**src/rtl/wb_stage_skid.sv**
```systemverilog
// Writeback pipeline stage: NUM_LANES records behind a 2-entry skid buffer with a registered in_ready.
// Optional forwarding port from the MAIN entry is enabled by defining WB_STAGE_FWD_EN.
module wb_stage_skid #(
   parameter int unsigned NUM_LANES = 1,
   parameter int unsigned DATA_W    = 32,
   parameter int unsigned ADDR_W    = 5
) (
   input  logic                          clk,
   input  logic                          rst,
   input  logic                          flush_i,
   input  logic                          in_valid_i,
   output logic                          in_ready_o,
   input  logic [NUM_LANES*ADDR_W-1:0]   in_rd_i,
   input  logic [NUM_LANES*DATA_W-1:0]   in_wdata_i,
   input  logic [NUM_LANES-1:0]          in_wreg_i,
   output logic                          out_valid_o,
   input  logic                          out_ready_i,
   output logic [NUM_LANES*ADDR_W-1:0]   out_rd_o,
   output logic [NUM_LANES*DATA_W-1:0]   out_wdata_o,
   output logic [NUM_LANES-1:0]          out_wreg_o
`ifdef WB_STAGE_FWD_EN
   ,
   input  logic [ADDR_W-1:0]             fwd_raddr_i,
   output logic                          fwd_hit_o,
   output logic [DATA_W-1:0]             fwd_data_o
`endif
);

   localparam int unsigned RdW = NUM_LANES * ADDR_W;
   localparam int unsigned DW  = NUM_LANES * DATA_W;

   logic                 main_valid_q, main_valid_d;
   logic [RdW-1:0]       main_rd_q, main_rd_d;
   logic [DW-1:0]        main_wdata_q, main_wdata_d;
   logic [NUM_LANES-1:0] main_wreg_q, main_wreg_d;
   logic                 skid_valid_q, skid_valid_d;
   logic [RdW-1:0]       skid_rd_q, skid_rd_d;
   logic [DW-1:0]        skid_wdata_q, skid_wdata_d;
   logic [NUM_LANES-1:0] skid_wreg_q, skid_wreg_d;
   logic                 in_ready_q, in_ready_d;

   logic                 xfer_in, xfer_out;
   logic [NUM_LANES-1:0] in_wreg_m;

   assign xfer_in  = in_valid_i & in_ready_q;
   assign xfer_out = main_valid_q & out_ready_i;

   // Writes to x0 are dropped at capture so the register file never sees them.
   always_comb begin
      in_wreg_m = '0;
      for (int i = 0; i < int'(NUM_LANES); i++) begin
         in_wreg_m[i] = in_wreg_i[i] & (in_rd_i[i*ADDR_W +: ADDR_W] != '0);
      end
   end

   always_comb begin
      main_valid_d = main_valid_q;
      main_rd_d    = main_rd_q;
      main_wdata_d = main_wdata_q;
      main_wreg_d  = main_wreg_q;
      skid_valid_d = skid_valid_q;
      skid_rd_d    = skid_rd_q;
      skid_wdata_d = skid_wdata_q;
      skid_wreg_d  = skid_wreg_q;

      if (flush_i) begin
         main_valid_d = 1'b0;
         main_rd_d    = '0;
         main_wdata_d = '0;
         main_wreg_d  = '0;
         skid_valid_d = 1'b0;
         skid_rd_d    = '0;
         skid_wdata_d = '0;
         skid_wreg_d  = '0;
      end else if (!main_valid_q || xfer_out) begin
         if (skid_valid_q) begin
            main_valid_d = 1'b1;
            main_rd_d    = skid_rd_q;
            main_wdata_d = skid_wdata_q;
            main_wreg_d  = skid_wreg_q;
            skid_valid_d = 1'b0;
         end else if (xfer_in) begin
            main_valid_d = 1'b1;
            main_rd_d    = in_rd_i;
            main_wdata_d = in_wdata_i;
            main_wreg_d  = in_wreg_m;
         end else begin
            main_valid_d = 1'b0;
         end
      end else if (xfer_in) begin
         skid_valid_d = 1'b1;
         skid_rd_d    = in_rd_i;
         skid_wdata_d = in_wdata_i;
         skid_wreg_d  = in_wreg_m;
      end

      in_ready_d = ~skid_valid_d;
   end

   always_ff @(posedge clk) begin
      if (rst) begin
         main_valid_q <= 1'b0;
         main_rd_q    <= '0;
         main_wdata_q <= '0;
         main_wreg_q  <= '0;
         skid_valid_q <= 1'b0;
         skid_rd_q    <= '0;
         skid_wdata_q <= '0;
         skid_wreg_q  <= '0;
         in_ready_q   <= 1'b1;
      end else begin
         main_valid_q <= main_valid_d;
         main_rd_q    <= main_rd_d;
         main_wdata_q <= main_wdata_d;
         main_wreg_q  <= main_wreg_d;
         skid_valid_q <= skid_valid_d;
         skid_rd_q    <= skid_rd_d;
         skid_wdata_q <= skid_wdata_d;
         skid_wreg_q  <= skid_wreg_d;
         in_ready_q   <= in_ready_d;
      end
   end

   assign in_ready_o  = in_ready_q;
   assign out_valid_o = main_valid_q;
   assign out_rd_o    = main_rd_q;
   assign out_wdata_o = main_wdata_q;
   assign out_wreg_o  = main_wreg_q;

`ifdef WB_STAGE_FWD_EN
   // Ascending scan so the highest-index matching lane wins.
   always_comb begin
      fwd_hit_o  = 1'b0;
      fwd_data_o = '0;
      for (int i = 0; i < int'(NUM_LANES); i++) begin
         if (main_valid_q && main_wreg_q[i] && (fwd_raddr_i != '0) &&
             (main_rd_q[i*ADDR_W +: ADDR_W] == fwd_raddr_i)) begin
            fwd_hit_o  = 1'b1;
            fwd_data_o = main_wdata_q[i*DATA_W +: DATA_W];
         end
      end
   end
`endif

endmodule

```
**config.mk**
```make
export PLATFORM = sky130hd
export DESIGN_NAME = wb_stage_skid
export DESIGN_NICKNAME = d
export VERILOG_FILES = /design/src/rtl/wb_stage_skid.sv
export SDC_FILE = /design/constraint.sdc
export NUM_CORES = 1
export LEC_CHECK = 0
export CORE_MARGIN = 2
export CORE_UTILIZATION = 43
export DETAILED_ROUTE_END_ITERATION = 7
export DONT_BUFFER_PORTS = 1
export PLACE_DENSITY = 0.68
export SLEW_MARGIN = 10
export SYNTH_ARGS = -nofsm -noshare
export SYNTH_HDL_FRONTEND = slang
export SYNTH_SLANG_ARGS = --single-unit
```
**constraint.sdc**
```tcl
create_clock -name clk -period 1.5 [get_ports clk]
set_input_delay 0.15 -clock clk [delete_from_list [all_inputs] [get_ports clk]]
set_output_delay 0.15 -clock clk [all_outputs]
set_load 0.01 [all_outputs]
```
* Yosys cells after proc, flatten, opt, wreduce, memory -nomap -nowiden *
Cells that the tools add are included.

operators by class
  reductions and logical operators = 7
  multiplexer cells = 11
  bitwise gates (word level) = 5

operator list
  kind                 number
  32-bit 2-to-1 mux    2
  5-bit 2-to-1 mux     2
  1-bit 2-to-1 mux     7
  5-bit nonzero test   1
  2-bit AND reduction  2
  1-bit bitwise AND    3
  1-bit inverter       2
  2-bit nonzero test   1
  2-bit OR reduction   1
  1-bit zero test      1
  1-bit logical OR     1

word-level totals
  word-level logic and storage cells = 32
  register bits after elaboration = 79
  input bits = 43

* Logic depth before layout (Yosys ltp) *
Gate-level depths: netlist of run 1.

  depth in word-level cells = 5
  depth in mapped cells = 6
  depth with buffers taken out = 3

* Worst setup path before layout of run 1 *
No wires, ideal clock.

  path type = register -> register
  from = register in_ready_q, in the netlist in_ready_o
  to = register main_rd_q[4], in the netlist out_rd_o[4]
  setup time = 0.081 ns
  data arrival time = 1.112 ns
  cell stages (with the launch flop) = 6
  clock period less this slack = 1.193 ns
  data required time = 1.419 ns
  setup slack = 0.307 ns
  buffers on the path = 2
  cells stage by stage = dfxtp_1 a21o_1 buf_6 buf_6 a21oi_2 a211oi_2

on the way
  longest elaborated chain between the ends = 3

RTL lines
  element                               RTL line  RTL
  from (decl)                           40        logic in_ready_q, in_ready_d;
  from (signal assigned)                120       in_ready_q <= in_ready_d;
  1-bit bitwise AND                     45        assign xfer_in = in_valid_i & in_ready_q;
  2-bit nonzero test (no source line)   -
  2-bit AND reduction (no source line)  -
  to (signal assigned)                  113       main_rd_q <= main_rd_d;
  to (decl)                             33        logic [RdW-1:0] main_rd_q, main_rd_d;

No other way between the ends.
A chain may end at the register's enable or synchronous reset.

* Final worst setup path of run 1 *
  from = register main_valid_q, in the netlist out_valid_o
  to = register main_wdata_q[31], in the netlist out_wdata_o[31]

on the way
  longest elaborated chain between the ends = 3
  elaborated cells between the ends (all ways) = 4
  classes of those cells = 1 x bitwise; 3 x reduce/logical

RTL lines
  element                                                      RTL line  RTL
  from (decl)                                                  32        logic main_valid_q, main_valid_d;
  from (signal assigned)                                       112       main_valid_q <= main_valid_d;
  1-bit bitwise AND / 1-bit zero test (equally long branches)  46, 75
  1-bit logical OR (*)                                         75        end else if (!main_valid_q || xfer_out) begin
  2-bit AND reduction (no source line) (*)                     -
  to (signal assigned)                                         114       main_wdata_q <= main_wdata_d;
  to (decl)                                                    34        logic [DW-1:0] main_wdata_q, main_wdata_d;

Every way passes the cells marked *; elsewhere a longest branch is shown, timed or not.

==> results of run 1 <==
==> layer usage <==
metal / up-vias / wire (µm)
met5: - / 0
met4: 0 / 65
met3: 6 / 502
met2: 63 / 4040
met1: 1334 / 3890
li1: 1329 / -
==> kinds of logic (layout without fill, tap and decap cells) <==
kind of cell           count (synthesis)  count (layout)  share of synthesized area [%]
AO/OA/AOI/OAI                        119             119                           25.2
AND/OR/NAND/NOR                       84              85                           10.2
flip-flops                            79              79                           46.3
buffers and inverters                 34              77                           7.15
multiplexers                          38              38                           11.2
==> metrics by stage <==
stage	worst slack (ns)	utilization (%)	instances	total power, mW
final	0.0870	53.8	500	4.27
after global routing	0.00128	53.8	500	4.44
after CTS	0.00482	53.1	496	4.31
after detailed placement	-0.272	45.0	439	2.58
after global placement	-0.225	45.0	439	2.57
after floorplan	0.307	-	354	2.51
==> power groups by stage <==
stage / Sequential (mW) / Clock (mW) / Combinational [mW]
after floorplan: 2.25 / 0 / 0.262
after global placement: 2.26 / 0 / 0.311
after detailed placement: 2.26 / 0 / 0.318
after CTS: 2.21 / 1.69 / 0.413
after global routing: 2.22 / 1.75 / 0.469
final: 2.21 / 1.63 / 0.428
==> sequential cells by signal, summed over array words and instances, names as in the netlist <==
name,cells
out_wdata_o,32
skid_wdata_q,32
out_rd_o,5
skid_rd_q,5
in_ready_o,1
out_valid_o,1
out_wreg_o,1
skid_valid_q,1
skid_wreg_q,1
==> placed cells by master (no fill, tap or decap), types with 2 or more instances in the layout <==
cell type / synthesis / final
dfxtp_1: 79 / 78
buf_12: 0 / 5
clkbuf_8: 0 / 12
a211oi_2: 20 / 20
clkbuf_1: 5 / 2
a21oi_2: 10 / 10
dlygate4sd3_1: 0 / 40
nor2_4: 1 / 2
mux2i_1: 37 / 37
buf_4: 5 / 13
a21oi_1: 66 / 66
a211oi_1: 17 / 17
nand2_1: 75 / 75
==> area by class of cell <==
class,instances,area share (%)
inverters,1,0.0903
well taps,102,3.07
multi-input cells,242,38.7
flip-flops and latches,79,38.1
repair buffers,60,15.0
clock inverters,2,0.903
clock buffers,14,4.16
==> worst paths after layout <==
| kind | start | endpoint | depth (start not counted) |
|---|---|---|---|
| setup / recovery | out_valid_o$_SDFFE_PP0P_ | out_wdata_o[31]$_SDFFE_PP0P_ | 3 |
| hold / removal | in_wdata_i[22] | out_wdata_o[22]$_SDFFE_PP0P_ | 2 |
| setup reg to reg | out_valid_o$_SDFFE_PP0P_ | out_wdata_o[31]$_SDFFE_PP0P_ | 3 |
| hold reg to reg | skid_wdata_q[19]$_SDFFE_PP0P_ | skid_wdata_q[19]$_SDFFE_PP0P_ | 2 |
==> timing repair <==
| item | 4_1_cts | 5_1_grt |
|---|---|---|
| endpoints found under the hold margin | 39 | 0 |
| pin swaps | 0 | 1 |
| setup buffers | 0 | 4 |
| cloned | 1 | 0 |
| setup endpoints to repair | 37 | 33 |
| resized for setup | 1 | 3 |
| hold buffers | 40 | 0 |
==> summary.txt, run 1 <==
Clocking
  – Root Driver: clkbuf_8
  – Max clock buf depth: 2
  – # H-tree levels: 3
  – CTS buffer count: 9
  – Clock slew at reported path FFs: 0.08 ns
  – Clock Latency Late Sink: between 0.3 and 0.4 ns
  – Sink Count: between 70 and 80
  – CTS tree: built

Placement
  – Post-DP HPWL: approximately 4900 µm
  – GPL Wtd Cong: 0.697
  – Buffers on Ports: 0
  – DP Area: around 3500 µm²

Power and ir drop
  – Reg power frac: between 50% and 60%
  – Leakage: ~1.3 nW
  – Gate power share: 10.0%
  – Sw frac: between 20% and 30%
  – Max rail drop VDD: ~0.54 mV
  – Clock share of power: a little under two fifths
  – Internal Power: between 3 and 4 mW
  – PD cells: 1030 nW/µm²
  – Switch Pwr: around 1.0 mW

Routing
  – Vias: around 2700
  – Total Wirelength: roughly 8500 µm
  – Vias/cell: about 5.5
  – Antenna viol nets, final: 0
  – TritonRoute pass-1 iters: 4
  – DRC Markers: 0
  – Initial DRC Count: 99
  – Average routed wire per standard cell: around 17 µm

Floorplanning
  – Die width: between 90 and 100 µm
  – Top Ports: 83
  – Core ar.: roughly 7700 µm²
  – Die Y: around 93 µm
  – Area of the die: 8670 µm²
  – FP Rows: 32
  – Initial Util: between 40% and 50%

Global routing
  – GRT met1 Usage: approximately 26%
  – Number of global-route vias before repair: 2798
  – Met2 GRT Util: 33.9%
  – Gr busiest metal: met2
  – Antenna violations before repair: 0
  – GRT overflow: 0
  – M3 GR Usage: roughly 6%
  – Largest net degree at the start of global routing: between 40 and 50
  – GRT Overall Usage: 20.4%
  – First-pass GRT wire length: 13900 µm

STA
  – FMAX: between 0.7 and 0.8 GHz
  – RSZ-0062 raised after global routing: no
  – Setup Skew: 0.00748 ns
  – Fin crit share: 94.2%
  – Fin. max-slew vios: 0
  – Worst slew pin tran: 0.679 ns
  – TNS Setup: 0 ns
  – Final setup fails: 0
  – Max-slew headroom: between 50 and 60%
  – Final hold violations: 0
  – Final critical-path required period: between 1 and 1.5 ns
  – Hold Slack: about 0.047 ns

Worst setup path
  – Arrival time of the worst setup path: between 1.5 and 2 ns
  – Critical path launch point type: register
  – Crit path max-delay cell type: nor2_4
  – CP max stage delay: approximately 0.55 ns
  – CP Capture Type: register
  – Crit path max fanout: 19
  – Critical path cell sequence: and2b_1 > nor2_4 > a211oi_2
  – Flop-to-flop setup slack: between 0.08 and 0.09 ns
  – Delay-heaviest family, CP: simple AND/OR/NAND/NOR gates
  – Critical Path RT: roughly 1.7 ns
  – CP bufs+invs: 0
  – CP Class: register to register

Yosys
  – Most common library cells after synthesis: dfxtp_1 (79), nand2_1 (75), a21oi_1 (66)
  – Number of flops mapped to enable cells by yosys: 0
  – Synth area leaders: dfxtp_1 (46%), mux2i_1 (11%), a21oi_1 (9.7%)
  – Mapped Nets: 397
  – Mapped Area: ~3400 µm²
  – Cells after Synth: ~350
  – Most frequent cell after synthesis: dfxtp_1
  – Seq/Total Area, Yosys: 46.3%
  – Synth unique cells: 30
  – Post-synthesis register bit count: between 70 and 80
  – Top cell type's share of synthesized area: 46.3%
  – Synthesized area per cell: about 9.6 µm²
  – Largest area contributor in the netlist: dfxtp_1
  – YS warnings: 0
  – Synth Flop Type: dfxtp_1
  – Ys async rst share: 0%

Cells and area
  – Ratio of cells with drive above 1 in the final layout: 18.3%
  – Area Overhead vs Synth: 21.7%
  – N_diodes: 0
  – Area of the multi-input gates: around 1600 µm²
  – Fill count: just over 700
  – Final instance area: 4160 µm²
  – Nets: about 440
  – FF+latch area: between 1500 and 2000 µm²

Flow run
  – MaxCap Viol Count: 0

Hold path
  – Worst Hold Class: input pin to register

Status
  – Run status: finished, final reports clean
Power figures use the tool's default switching activity.
==> run 2: changes to the inputs <==
--- a/config.mk
+++ b/config.mk
@@ -10,6 +10,7 @@
 export DETAILED_ROUTE_END_ITERATION = 7
 export DONT_BUFFER_PORTS = 1
 export PLACE_DENSITY = 0.68
+export SETUP_SLACK_MARGIN = 0.1
 export SLEW_MARGIN = 10
 export SYNTH_ARGS = -nofsm -noshare
 export SYNTH_HDL_FRONTEND = slang
==> summary.txt, run 2 (same netlist as run 1, synthesis figures left out) <==
Status
  – Run status: finished, final reports clean

Worst setup path
  – CP Capture Type: register
  – Crit path top cell by count: dlygate4sd3_1
  – Critical path launch point type: input pin
  – CP Class: input pin to register
  – Arrival time of the worst setup path: 1.53 ns (-0.06 ns)
  – Critical Path RT: 1.71 ns (+0.03 ns)
  – CP max stage delay: 0.59 ns (+0.04 ns)
  – Flop-to-flop setup slack: 0.19 ns (+0.10 ns)
  – Critical path cell sequence: dlygate4sd3_1 > nor2_1 > dlygate4sd3_1 > nand3_1
  – Crit path max fanout: 2 (-17)
  – Crit path max-delay cell type: dlygate4sd3_1

Clocking
  – CTS buffer count: 9 (unchanged)
  – CTS tree: built
  – Clock slew at reported path FFs: 0.07 ns (about the same)
  – Root Driver: clkbuf_8
  – Sink Count: 79 (unchanged)
  – Clock Latency Late Sink: 0.34 ns (about the same)
  – Max clock buf depth: 2 (unchanged)
  – # H-tree levels: 3 (unchanged)

STA
  – Worst slew pin tran: 0.562 ns (-0.117 ns)
  – Fin crit share: 88.3% (-5.9 points)
  – FMAX: 0.755 GHz (+6.7%)
  – Max-slew headroom: 62.0% (+7.4 points)
  – RSZ-0062 raised after global routing: no
  – Final critical-path required period: 1.32 ns (-0.0889 ns)
  – Fin. max-slew vios: 0 (unchanged)
  – Setup Skew: 0.00751 ns (+0.0000241 ns)
  – Final setup fails: 0 (unchanged)
  – Final WS setup: 0.176 ns (+0.0889 ns)
  – Final hold violations: 0 (unchanged)

Placement
  – Pre-CTS setup slack: -0.272 ns (unchanged)
  – Post-DP HPWL: 4860 µm (unchanged)
  – Buffers on Ports: 0 (unchanged)
  – GPL Wtd Cong: 0.697 (unchanged)

Floorplanning
  – Die width: 93.1 µm (unchanged)
  – FP Rows: 32 (unchanged)
  – Core ar.: 7730 µm² (unchanged)
  – Top Ports: 83 (unchanged)
  – Area of the die: 8670 µm² (unchanged)
  – Initial Util: 44.2% (unchanged)
  – Die Y: 93.1 µm (unchanged)

Global routing
  – First-pass GRT wire length: 13900 µm (about the same)
  – GRT Overall Usage: 20.4% (unchanged)
  – GRT overflow: 0 (unchanged)
  – Antenna violations before repair: 0 (unchanged)
  – Largest net degree at the start of global routing: 41 (unchanged)
  – Number of global-route vias before repair: 2797 (-0.036%)

Cells and area
  – Ratio of cells with drive above 1 in the final layout: 19.3% (+0.91 points)
  – Commonest cells after routing, fill and taps aside: dfxtp_1 (77), nand2_1 (75), a21oi_1 (66)
  – Area Overhead vs Synth: 24.4%
  – N_diodes: 0 (unchanged)
  – Nets: 438 (+0.46%)
  – Fill count: 703 (-2.4%)
  – Most common cell after layout, fill and taps aside: dfxtp_1
  – Final core utilization: 55.0% (+1.2 points)

Hold path
  – Worst Hold Class: input pin to register

Power and ir drop
  – Internal Power: 3.29 mW (+0.68%)
  – PD cells: 1010 nW/µm² (-1.5%)
  – Switch Pwr: 1.02 mW (+0.77%)
  – Total power: 4.30 mW (+0.70%)
  – Gate power share: 10.6% (+0.6 points)
  – Max rail drop VDD: 0.547 mV (+1.9%)
  – Reg power frac: 51.4% (-0.3 points)
  – Sw frac: 23.6% (about the same)
  – Leakage: 1.38 nW (+2.5%)
  – Clock share of power: 38.0% (-0.2 points)

Routing
  – Total Wirelength: 8670 µm (+2.0%)
  – Vias: 2737 (+0.18%)
  – Average routed wire per standard cell: 17.3 µm (+1.6%)
  – Vias/cell: 5.45 (-0.22%)
  – DRC Markers: 0 (unchanged)
  – Antenna viol nets, final: 0 (unchanged)
  – Initial DRC Count: 76 (-23%)
  – TritonRoute pass-1 iters: 6 (+2)

Flow run
  – MaxCap Viol Count: 0 (unchanged)
==> run 2: cell count changes in the layout (fill, tap and decap cells not counted), sizes merged <==
cell	change
buf	+1
clkbuf	+1
==> run 2: timing repair <==
item | in CTS | in global routing
gates resized for setup | 5 | 8
endpoints found under the setup margin | 37 | 43
setup buffers | 5 | 0
pin swaps | 2 | 0
hold buffers | 40 | 0
gates cloned | 1 | 1
endpoints found under the hold margin | 39 | 0
==> run 2: metrics by stage <==
step | TNS [ns] | cells | hold WS, ns | cell area, µm²
floorplan | 0 | 354 | 0.279 | 3410
global placement | -7.94 | 439 | 0.287 | 3480
detailed placement | -8.61 | 439 | 0.292 | 3480
CTS | 0 | 501 | 0.0282 | 4190
global route | 0 | 502 | 0.0417 | 4250
finish | 0 | 502 | 0.0467 | 4250
==> run 2: power by group through the flow <==
stage / clock network (mW) / registers, mW / logic [mW]
final: 1.63 / 2.21 / 0.457
after global routing: 1.75 / 2.22 / 0.499
after CTS: 1.69 / 2.21 / 0.441
after detailed placement: 0 / 2.26 / 0.318
after global placement: 0 / 2.26 / 0.311
after floorplan: 0 / 2.25 / 0.262
==> run 2: final timing paths <==
check,startpoint,to,cells after the start
worst max-delay path,rst,in_ready_o$_SDFF_PP1_,4
worst min-delay path,in_wdata_i[22],out_wdata_o[22]$_SDFFE_PP0P_,2
worst max register to register,skid_valid_q$_SDFF_PP0_,out_wdata_o[29]$_SDFFE_PP0P_,4
worst min register to register,skid_wdata_q[21]$_SDFFE_PP0P_,skid_wdata_q[21]$_SDFFE_PP0P_,2
==> run 2: final cells by class <==
class / count / area, µm² / share of cell area (%)
Clock buffer: 14 / 173 / 4.07
Clock inverter: 2 / 37.5 / 0.884
Inverter: 1 / 3.75 / 0.0884
Multi-Input combinational cell: 242 / 1620 / 38.1
Sequential cell: 79 / 1580 / 37.3
Tap cell: 102 / 128 / 3.01
Timing Repair Buffer: 62 / 702 / 16.5
==> run 2: metal layers <==
| layer | global-route usage, % | up-vias | wire length [µm] |
|---|---|---|---|
| met3 | 5.96 | 6 | 539 |
| met1 | 25.7 | 1332 | 3930 |
| met4 | 5.15 | 0 | 65 |
| met2 | 34.2 | 64 | 4130 |
| li1 | - | 1335 | - |
| met5 | 0 | - | 0 |
==> run 2: worst max-delay path, delay by kind of cell <==
| family | cells | cell delay (ns) |
|---|---|---|
| buffers and inverters | 2 | 1.13 |
| and+or+nand+nor | 2 | 0.25 |
==> run 3: changes to the inputs <==
--- a/config.mk
+++ b/config.mk
@@ -9,6 +9,7 @@
 export CORE_UTILIZATION = 43
 export DETAILED_ROUTE_END_ITERATION = 7
 export DONT_BUFFER_PORTS = 1
+export GPL_TIMING_DRIVEN = 1
 export PLACE_DENSITY = 0.68
 export SETUP_SLACK_MARGIN = 0.1
 export SLEW_MARGIN = 10
==> results of run 3 <==
The final DEF is identical to that of run 2; final timing and power are the same.
